--- config.mk ---
export PLATFORM = sky130hd
export DESIGN_NAME = apb2axi_directory_flat
export DESIGN_NICKNAME = d
export VERILOG_FILES = /design/src/rtl/apb2axi_pkg.sv /design/src/rtl/apb2axi_directory_if.sv /design/src/rtl/apb2axi_tag_fifo.sv /design/src/rtl/apb2axi_directory.sv /design/src/flat_wrapper.sv
export SDC_FILE = /design/constraint.sdc
export NUM_CORES = 1
export LEC_CHECK = 0
export CORE_MARGIN = 2
export CORE_UTILIZATION = 42
export CTS_BUF_LIST = sky130_fd_sc_hd__clkbuf_2
export DETAILED_ROUTE_END_ITERATION = 8
export PLACE_DENSITY_LB_ADDON = 0.2
export SLEW_MARGIN = 20
export SYNTH_ARGS = -nofsm -noshare
export SYNTH_HDL_FRONTEND = slang
export SYNTH_HIERARCHICAL = 1
export SYNTH_SLANG_ARGS = --single-unit
--- constraint.sdc ---
create_clock -name pclk -period 6 [get_ports pclk]
set_input_delay 1.8 -clock pclk [delete_from_list [all_inputs] [get_ports pclk]]
set_output_delay 1.8 -clock pclk [all_outputs]
set_load 0.03 [all_outputs]
--- src/rtl/apb2axi_pkg.sv ---
// Shared types and sizing for the APB-to-AXI tag directory.
// The directory entry, per-tag state and completion record live here.
package apb2axi_pkg;

    localparam int TAG_W    = 2;
    localparam int NUM_TAGS = 2 ** TAG_W;

    typedef enum logic [1:0] {
        FREE      = 2'd0,
        ALLOCATED = 2'd1,
        ISSUED    = 2'd2,
        COMPLETE  = 2'd3
    } dir_state_e;

    typedef struct packed {
        logic [31:0]      addr;
        logic [7:0]       len;
        logic [2:0]       size;
        logic             is_write;
        logic [TAG_W-1:0] tag;
    } directory_entry_t;

    typedef struct packed {
        logic       error;
        logic [1:0] resp;
        logic [7:0] num_beats;
    } cpl_info_t;

endpackage

--- src/rtl/apb2axi_directory_if.sv ---
// Gateway-facing bundle of the directory: alloc, issue, completion and consume.
// master = gateway/AXI side driving requests, slave = the directory itself.
interface apb2axi_directory_if
    import apb2axi_pkg::*;
#(
    parameter int TAG_W = apb2axi_pkg::TAG_W
) ();

    logic             alloc_valid;
    directory_entry_t alloc_entry;
    logic             alloc_ready;
    logic [TAG_W-1:0] alloc_tag;

    logic             cpl_valid;
    logic [TAG_W-1:0] cpl_tag;
    logic             cpl_is_write;
    logic             cpl_error;
    logic [1:0]       cpl_resp;
    logic [7:0]       cpl_num_beats;
    logic             cpl_ready;

    logic             cons_valid;
    logic [TAG_W-1:0] cons_tag;

    logic             req_valid;
    directory_entry_t req_entry;
    logic             req_ready;

    logic [TAG_W:0]   occupancy;
    logic             proto_err;

    modport master (
        output alloc_valid, alloc_entry,
        input  alloc_ready, alloc_tag,
        output cpl_valid, cpl_tag, cpl_is_write, cpl_error, cpl_resp, cpl_num_beats,
        input  cpl_ready,
        output cons_valid, cons_tag,
        input  req_valid, req_entry,
        output req_ready,
        input  occupancy, proto_err
    );

    modport slave (
        input  alloc_valid, alloc_entry,
        output alloc_ready, alloc_tag,
        input  cpl_valid, cpl_tag, cpl_is_write, cpl_error, cpl_resp, cpl_num_beats,
        output cpl_ready,
        input  cons_valid, cons_tag,
        output req_valid, req_entry,
        input  req_ready,
        output occupancy, proto_err
    );

endinterface

--- src/rtl/apb2axi_tag_fifo.sv ---
// Issue-order queue of tags. Depth equals the tag count, so it can never
// overflow while the directory only pushes tags it has just allocated.
module apb2axi_tag_fifo #(
    parameter int TAG_W = 2,
    parameter int DEPTH = 2 ** TAG_W
) (
    input  logic             pclk,
    input  logic             presetn,
    input  logic             push,
    input  logic [TAG_W-1:0] push_tag,
    input  logic             pop,
    output logic [TAG_W-1:0] head,
    output logic             valid
);

    localparam int CNT_W = $clog2(DEPTH + 1);

    logic [TAG_W-1:0] mem_q [DEPTH];
    logic [TAG_W-1:0] wr_q;
    logic [TAG_W-1:0] rd_q;
    logic [CNT_W-1:0] count_q;
    logic             pop_ok;

    function automatic logic [TAG_W-1:0] wrap_inc(input logic [TAG_W-1:0] p);
        return (32'(p) == DEPTH - 1) ? '0 : p + TAG_W'(1);
    endfunction

    assign valid  = (count_q != '0);
    assign pop_ok = pop && valid;
    assign head   = mem_q[rd_q];

    always_ff @(posedge pclk) begin
        if (!presetn) begin
            wr_q    <= '0;
            rd_q    <= '0;
            count_q <= '0;
        end else begin
            if (push)   wr_q <= wrap_inc(wr_q);
            if (pop_ok) rd_q <= wrap_inc(rd_q);
            count_q <= count_q + CNT_W'(push) - CNT_W'(pop_ok);
        end
    end

    // NOTE: storage is not reset; an entry is only read after it was written.
    always_ff @(posedge pclk) begin
        if (push) mem_q[wr_q] <= push_tag;
    end

endmodule

--- src/rtl/apb2axi_directory.sv ---
// Tag directory between the APB gateway and the AXI request path: allocates
// tags, issues them in order, records completions and frees them on consume.
module apb2axi_directory
    import apb2axi_pkg::*;
#(
    parameter int TAG_W    = apb2axi_pkg::TAG_W,
    parameter int NUM_TAGS = 2 ** TAG_W
) (
    input logic               pclk,
    input logic               presetn,
    apb2axi_directory_if.slave dir
);

    localparam int OCC_W = TAG_W + 1;

    dir_state_e                 state_q [NUM_TAGS];
    dir_state_e                 state_d [NUM_TAGS];
    directory_entry_t           entry_q [NUM_TAGS];
    cpl_info_t [NUM_TAGS-1:0]   info_q;
    logic [OCC_W-1:0]           occ_q;
    logic [OCC_W-1:0]           occ_d;
    logic                       proto_err_q;
    logic                       proto_err_d;

    logic                       alloc_ready;
    logic [TAG_W-1:0]           alloc_tag;
    logic [TAG_W-1:0]           head_tag;
    logic                       fifo_valid;
    logic                       do_alloc;
    logic                       do_issue;
    logic                       cpl_ok;
    logic                       cons_ok;
    directory_entry_t           alloc_rec;
    logic                       unused_cpl;

    // Legality is judged on pre-cycle state, so a same-cycle cpl+cons on one tag
    // rejects the consume and a just-freed tag is not re-granted until next cycle.
    assign do_alloc = dir.alloc_valid && alloc_ready;
    assign do_issue = fifo_valid && dir.req_ready;
    assign cpl_ok   = dir.cpl_valid  && (state_q[dir.cpl_tag]  == ISSUED);
    assign cons_ok  = dir.cons_valid && (state_q[dir.cons_tag] == COMPLETE);

    apb2axi_tag_fifo #(
        .TAG_W (TAG_W),
        .DEPTH (NUM_TAGS)
    ) u_tag_fifo (
        .pclk     (pclk),
        .presetn  (presetn),
        .push     (do_alloc),
        .push_tag (alloc_tag),
        .pop      (do_issue),
        .head     (head_tag),
        .valid    (fifo_valid)
    );

    always_ff @(posedge pclk) begin
        if (!presetn) begin
            for (int i = 0; i < NUM_TAGS; i++) state_q[i] <= FREE;
            occ_q       <= '0;
            proto_err_q <= 1'b0;
        end else begin
            state_q     <= state_d;
            occ_q       <= occ_d;
            proto_err_q <= proto_err_d;
        end
    end

    always_ff @(posedge pclk) begin
        if (do_alloc) entry_q[alloc_tag] <= alloc_rec;
        if (cpl_ok)   info_q[dir.cpl_tag] <= '{error:     dir.cpl_error,
                                               resp:      dir.cpl_resp,
                                               num_beats: dir.cpl_num_beats};
    end

    // NOTE: every always_comb output gets a default first so no latch is inferred.
    always_comb begin
        state_d = state_q;
        if (do_alloc) state_d[alloc_tag]    = ALLOCATED;
        if (do_issue) state_d[head_tag]     = ISSUED;
        if (cpl_ok)   state_d[dir.cpl_tag]  = COMPLETE;
        if (cons_ok)  state_d[dir.cons_tag] = FREE;
        occ_d       = occ_q + OCC_W'(do_alloc) - OCC_W'(cons_ok);
        proto_err_d = (dir.cpl_valid && !cpl_ok) || (dir.cons_valid && !cons_ok);
    end

    // Lowest-index FREE entry wins the grant.
    always_comb begin
        alloc_ready = 1'b0;
        alloc_tag   = '0;
        for (int i = NUM_TAGS - 1; i >= 0; i--) begin
            if (state_q[i] == FREE) begin
                alloc_ready = 1'b1;
                alloc_tag   = TAG_W'(i);
            end
        end
        alloc_rec     = dir.alloc_entry;
        alloc_rec.tag = alloc_tag;
    end

    assign dir.alloc_ready = alloc_ready;
    assign dir.alloc_tag   = alloc_tag;
    assign dir.cpl_ready   = 1'b1;
    assign dir.req_valid   = fifo_valid;
    assign dir.req_entry   = entry_q[head_tag];
    assign dir.occupancy   = occ_q;
    assign dir.proto_err   = proto_err_q;

    assign unused_cpl = ^{info_q, dir.cpl_is_write};

endmodule

--- src/flat_wrapper.sv ---
// flat-port wrapper written by rule: the top's interface ports become plain ports
module apb2axi_directory_flat import apb2axi_pkg::*;
#(
    parameter int TAG_W    = apb2axi_pkg::TAG_W,
    parameter int NUM_TAGS = 2 ** TAG_W
)
  (pclk, presetn, dir_alloc_valid, dir_alloc_entry, dir_alloc_ready, dir_alloc_tag, dir_cpl_valid, dir_cpl_tag, dir_cpl_is_write, dir_cpl_error, dir_cpl_resp, dir_cpl_num_beats, dir_cpl_ready, dir_cons_valid, dir_cons_tag, dir_req_valid, dir_req_entry, dir_req_ready, dir_occupancy, dir_proto_err);
  apb2axi_directory_if #(.TAG_W(TAG_W)) dir_i ();
  input logic pclk;
  input logic presetn;
  input wire logic [$bits(dir_i.alloc_valid)-1:0] dir_alloc_valid;
  input wire logic [$bits(dir_i.alloc_entry)-1:0] dir_alloc_entry;
  output wire logic [$bits(dir_i.alloc_ready)-1:0] dir_alloc_ready;
  output wire logic [$bits(dir_i.alloc_tag)-1:0] dir_alloc_tag;
  input wire logic [$bits(dir_i.cpl_valid)-1:0] dir_cpl_valid;
  input wire logic [$bits(dir_i.cpl_tag)-1:0] dir_cpl_tag;
  input wire logic [$bits(dir_i.cpl_is_write)-1:0] dir_cpl_is_write;
  input wire logic [$bits(dir_i.cpl_error)-1:0] dir_cpl_error;
  input wire logic [$bits(dir_i.cpl_resp)-1:0] dir_cpl_resp;
  input wire logic [$bits(dir_i.cpl_num_beats)-1:0] dir_cpl_num_beats;
  output wire logic [$bits(dir_i.cpl_ready)-1:0] dir_cpl_ready;
  input wire logic [$bits(dir_i.cons_valid)-1:0] dir_cons_valid;
  input wire logic [$bits(dir_i.cons_tag)-1:0] dir_cons_tag;
  output wire logic [$bits(dir_i.req_valid)-1:0] dir_req_valid;
  output wire logic [$bits(dir_i.req_entry)-1:0] dir_req_entry;
  input wire logic [$bits(dir_i.req_ready)-1:0] dir_req_ready;
  output wire logic [$bits(dir_i.occupancy)-1:0] dir_occupancy;
  output wire logic [$bits(dir_i.proto_err)-1:0] dir_proto_err;
  assign dir_i.alloc_valid = dir_alloc_valid;
  assign dir_i.alloc_entry = dir_alloc_entry;
  assign dir_alloc_ready = dir_i.alloc_ready;
  assign dir_alloc_tag = dir_i.alloc_tag;
  assign dir_i.cpl_valid = dir_cpl_valid;
  assign dir_i.cpl_tag = dir_cpl_tag;
  assign dir_i.cpl_is_write = dir_cpl_is_write;
  assign dir_i.cpl_error = dir_cpl_error;
  assign dir_i.cpl_resp = dir_cpl_resp;
  assign dir_i.cpl_num_beats = dir_cpl_num_beats;
  assign dir_cpl_ready = dir_i.cpl_ready;
  assign dir_i.cons_valid = dir_cons_valid;
  assign dir_i.cons_tag = dir_cons_tag;
  assign dir_req_valid = dir_i.req_valid;
  assign dir_req_entry = dir_i.req_entry;
  assign dir_i.req_ready = dir_req_ready;
  assign dir_occupancy = dir_i.occupancy;
  assign dir_proto_err = dir_i.proto_err;
  apb2axi_directory #(.TAG_W(TAG_W), .NUM_TAGS(NUM_TAGS)) u_core (.pclk(pclk), .presetn(presetn), .dir(dir_i));
endmodule
==> metrics <==
pin slew with the least headroom to its limit about 0.92 ns; global routing usage on met1 a little under a fifth; # fillers 1556; Antenna Nets Post-Route 0; routability cong. roughly 0.78; YS warnings 6; Cells after Synth ~390; final worst setup slack around 0.75 ns; pre-CTS WS 1.366 ns; wire length per cell between 15 and 20 µm; GR met3 Demand/Resource roughly 4.5%; Final Hold Violating Endpoints 0; unrepaired setup endpoints after global routing no; Inserted Clock Buffers between 50 and 60; Fin Setup TNS 0 ns; CP bufs+invs 2; Peak supply drop 184.9 µV; core box area roughly 0.019 mm²; Root Buffer Master clkbuf_2; TritonCTS Sinks approximately 210; PwrDens ~400 mW/mm²; sequential share of the synthesized area ~76%; final WL 15130 µm; ys flop type edfxtp_1; HPWL after DPL slightly below 9000 µm; initial antenna violation count 1; vias per inst 5.009; class of the most critical setup path reg2out; P_leak 3.367 nW; H-Tree Level Count 2; Die W between 100 and 150 µm; vias in the first global route between 4000 and 5000; CTS tree done; post-route insts no fill about 850; drt first-iter violations between 200 and 250; Final setup viols 0; fin util a little over half; delay-heaviest family, CP multiplexers; total track usage roughly 15%; fin nets roughly 630; FP Rows 50; worst path arrival time ~3.5 ns; IO buf count ~110; Worst Setup End Kind primary output; First-pass DRT Iterations 4; Remaining Overflow, GRT 0; Slowest-stage cell, CP mux4_4; Slew Limit Headroom just under 40%; clk slew on worst S/H paths 0.09 ns; I/O Pins ~120; Hold Crit Class reg2reg; placed insts between 700 and 800; GRT Max-Usage Layer met2; die footprint between 0.02 and 0.025 mm²; post-synth net total approximately 470; Post-CTS Repair Setup Buffers 0; final-report max-slew violation count 0; mapped cell area between 0.008 and 0.009 mm²; Largest stage delay, worst path 0.95 ns; CP required 4.20 ns; Tmin final around 5.2 ns; Finished Cell Area between 0.01 and 0.015 mm²; post-route DRC violation count 0; Final Skew between 0.06 and 0.07 ns; Yosys reg bits roughly 210; pin count of the biggest net entering global routing 51; fraction of layout cells with a size suffix above 1 approximately a quarter; critical-path maximum fanout 26; met2 usage approximately 26%; Worst-Skew Late Latency 0.76 ns; status finished, final reports clean; Async SR Flop Fraction 0%; vias post-DR 4233; first-pass GRT wire length roughly 24000 µm; Layout Area Growth over Synthesis 23.14%; synth unique cells 44; post-CTS resize count 0; final period utilization between 80% and 90%; Max Cap Viol 0; CTS Hold Buffers Added 0; Post-DP Area between 0.009 and 0.01 mm²; Die Span Y around 140 µm; achievable clock frequency roughly 190 MHz; crit-path cells mux4_4, buf_12, mux4_2, clkdlybuf4s50_1; clock tree buffer depth 3; Starting Density a little over two fifths; startpoint class of the critical path flop; syn avg cell area 20.74 µm²; Post-synth EDFFs between 150 and 200
final timing paths:
path / startpoint / end / slack, ns / depth (start not counted)
worst max-delay path: flop / dir_req_entry[38] / 0.75 / 4
worst min-delay path: u_core/u_tag_fifo/rd_q[1]$_SDFFE_PN0N_ / u_core/u_tag_fifo/rd_q[1]$_SDFFE_PN0N_ / 0.50 / 2
worst max register to register: u_core/u_tag_fifo/count_q[1]$_SDFF_PN0_ / u_core/u_tag_fifo/count_q[2]$_SDFF_PN0_ / 3.47 / 10
worst min register to register: u_core/u_tag_fifo/rd_q[1]$_SDFFE_PN0N_ / u_core/u_tag_fifo/rd_q[1]$_SDFFE_PN0N_ / 0.50 / 2
area by class of cell:
cell class | instances | area, µm² | share of cell area (%)
tap | 260 | 325.3 | 3.242
inverter | 13 | 48.80 | 0.4863
timing repair buffer | 114 | 1136 | 11.32
clock inverter | 19 | 106.4 | 1.060
antenna | 1 | 2.502 | 0.02494
multi-input combinational | 153 | 1869 | 18.63
sequential | 213 | 6186 | 61.65
clock buffer | 72 | 360.3 | 3.591
report_power, final:
part | leakage (nW) | switching [W] | internal [W] | total (W)
Sequential | 1.94 | 0.0000553 | 0.00179 | 0.00185
Combinational | 1.08 | 0.000741 | 0.000612 | 0.00135
Clock | 0.349 | 0.000536 | 0.000369 | 0.000905
Total | 3.37 | 0.00133 | 0.00277 | 0.00411
Yosys cell counts (5+ instances only):
| cell type | count | area [µm²] |
|---|---|---|
| clkbuf_1 | 6 | 22.52 |
| a21oi_1 | 8 | 40.04 |
| o21ai_0 | 5 | 25.02 |
| edfxtp_1 | 192 | 5766 |
| inv_1 | 13 | 48.80 |
| mux4_2 | 49 | 1104 |
| nor2_1 | 8 | 30.03 |
| nor2b_1 | 5 | 31.28 |
| nor3b_1 | 5 | 37.54 |
| ha_1 | 9 | 112.6 |
| nand2_1 | 12 | 45.04 |
| buf_2 | 6 | 30.03 |
| dfxtp_1 | 21 | 420.4 |
| and2_1 | 12 | 75.07 |
metal layers:
| metal | routed length (µm) | vias up |
|---|---|---|
| li1 | - | 1948 |
| met1 | 6237 | 2130 |
| met2 | 7706 | 138 |
| met3 | 983 | 17 |
| met4 | 200 | 0 |
| met5 | 0 | - |
cells by family (layout without fill, tap and decap cells):
logic type / Yosys count / count (layout) / share of synthesized area, %
AOI/OAI and AO/OA: 26 / 26 / 2.088
DFF: 213 / 213 / 75.91
buffers and inverters: 27 / 218 / 1.397
and+or+nand+nor: 60 / 60 / 4.284
muxes: 52 / 52 / 13.91
adders and majority gates: 11 / 11 / 1.873
xor gates and xnor gates: 3 / 3 / 0.4913
other: 1 / 2 / 0.04602
stage by stage:
step,total power (W),hold WS (ns)
2_1_floorplan,0.002748,0.4539
4_1_cts,0.004177,0.5029
5_1_grt,0.004335,0.5279
3_3_place_gp,0.003231,0.4692
6_report,0.004105,0.5001
3_5_place_dp,0.003253,0.4900
cell usage in the layout, fill, tap and decap left out, types with 9 or more instances in the layout:
| master | count |
|---|---|
| clkinv_1 | 13 |
| clkdlybuf4s50_1 | 107 |
| ha_1 | 9 |
| dfxtp_1 | 21 |
| mux4_2 | 47 |
| edfxtp_1 | 192 |
| and2_1 | 10 |
| inv_1 | 13 |
| nand2_1 | 12 |
| clkbuf_2 | 72 |
state kept, by name (all words and copies together) (netlist names), named ones only:
name	flops
u_core/u_tag_fifo/wr_q	2
u_core/entry_q	184
u_core/u_tag_fifo/count_q	3
u_core/u_tag_fifo/mem_q	8
u_core/state_q	8
u_core/dir.proto_err	1
u_core/dir.occupancy	3
u_core/u_tag_fifo/rd_q	2
worst reg2reg max path, cell delays in order (launching register included):
cell,delay (ns)
dfxtp_1,0.37
or3_1,0.45
and2_1,0.23
o31a_1,0.17
ha_1,0.29
inv_1,0.05
ha_1,0.12
inv_1,0.05
fa_1,0.39
xnor3_1,0.18
nor2b_1,0.12
Power figures use the tool's default switching activity.
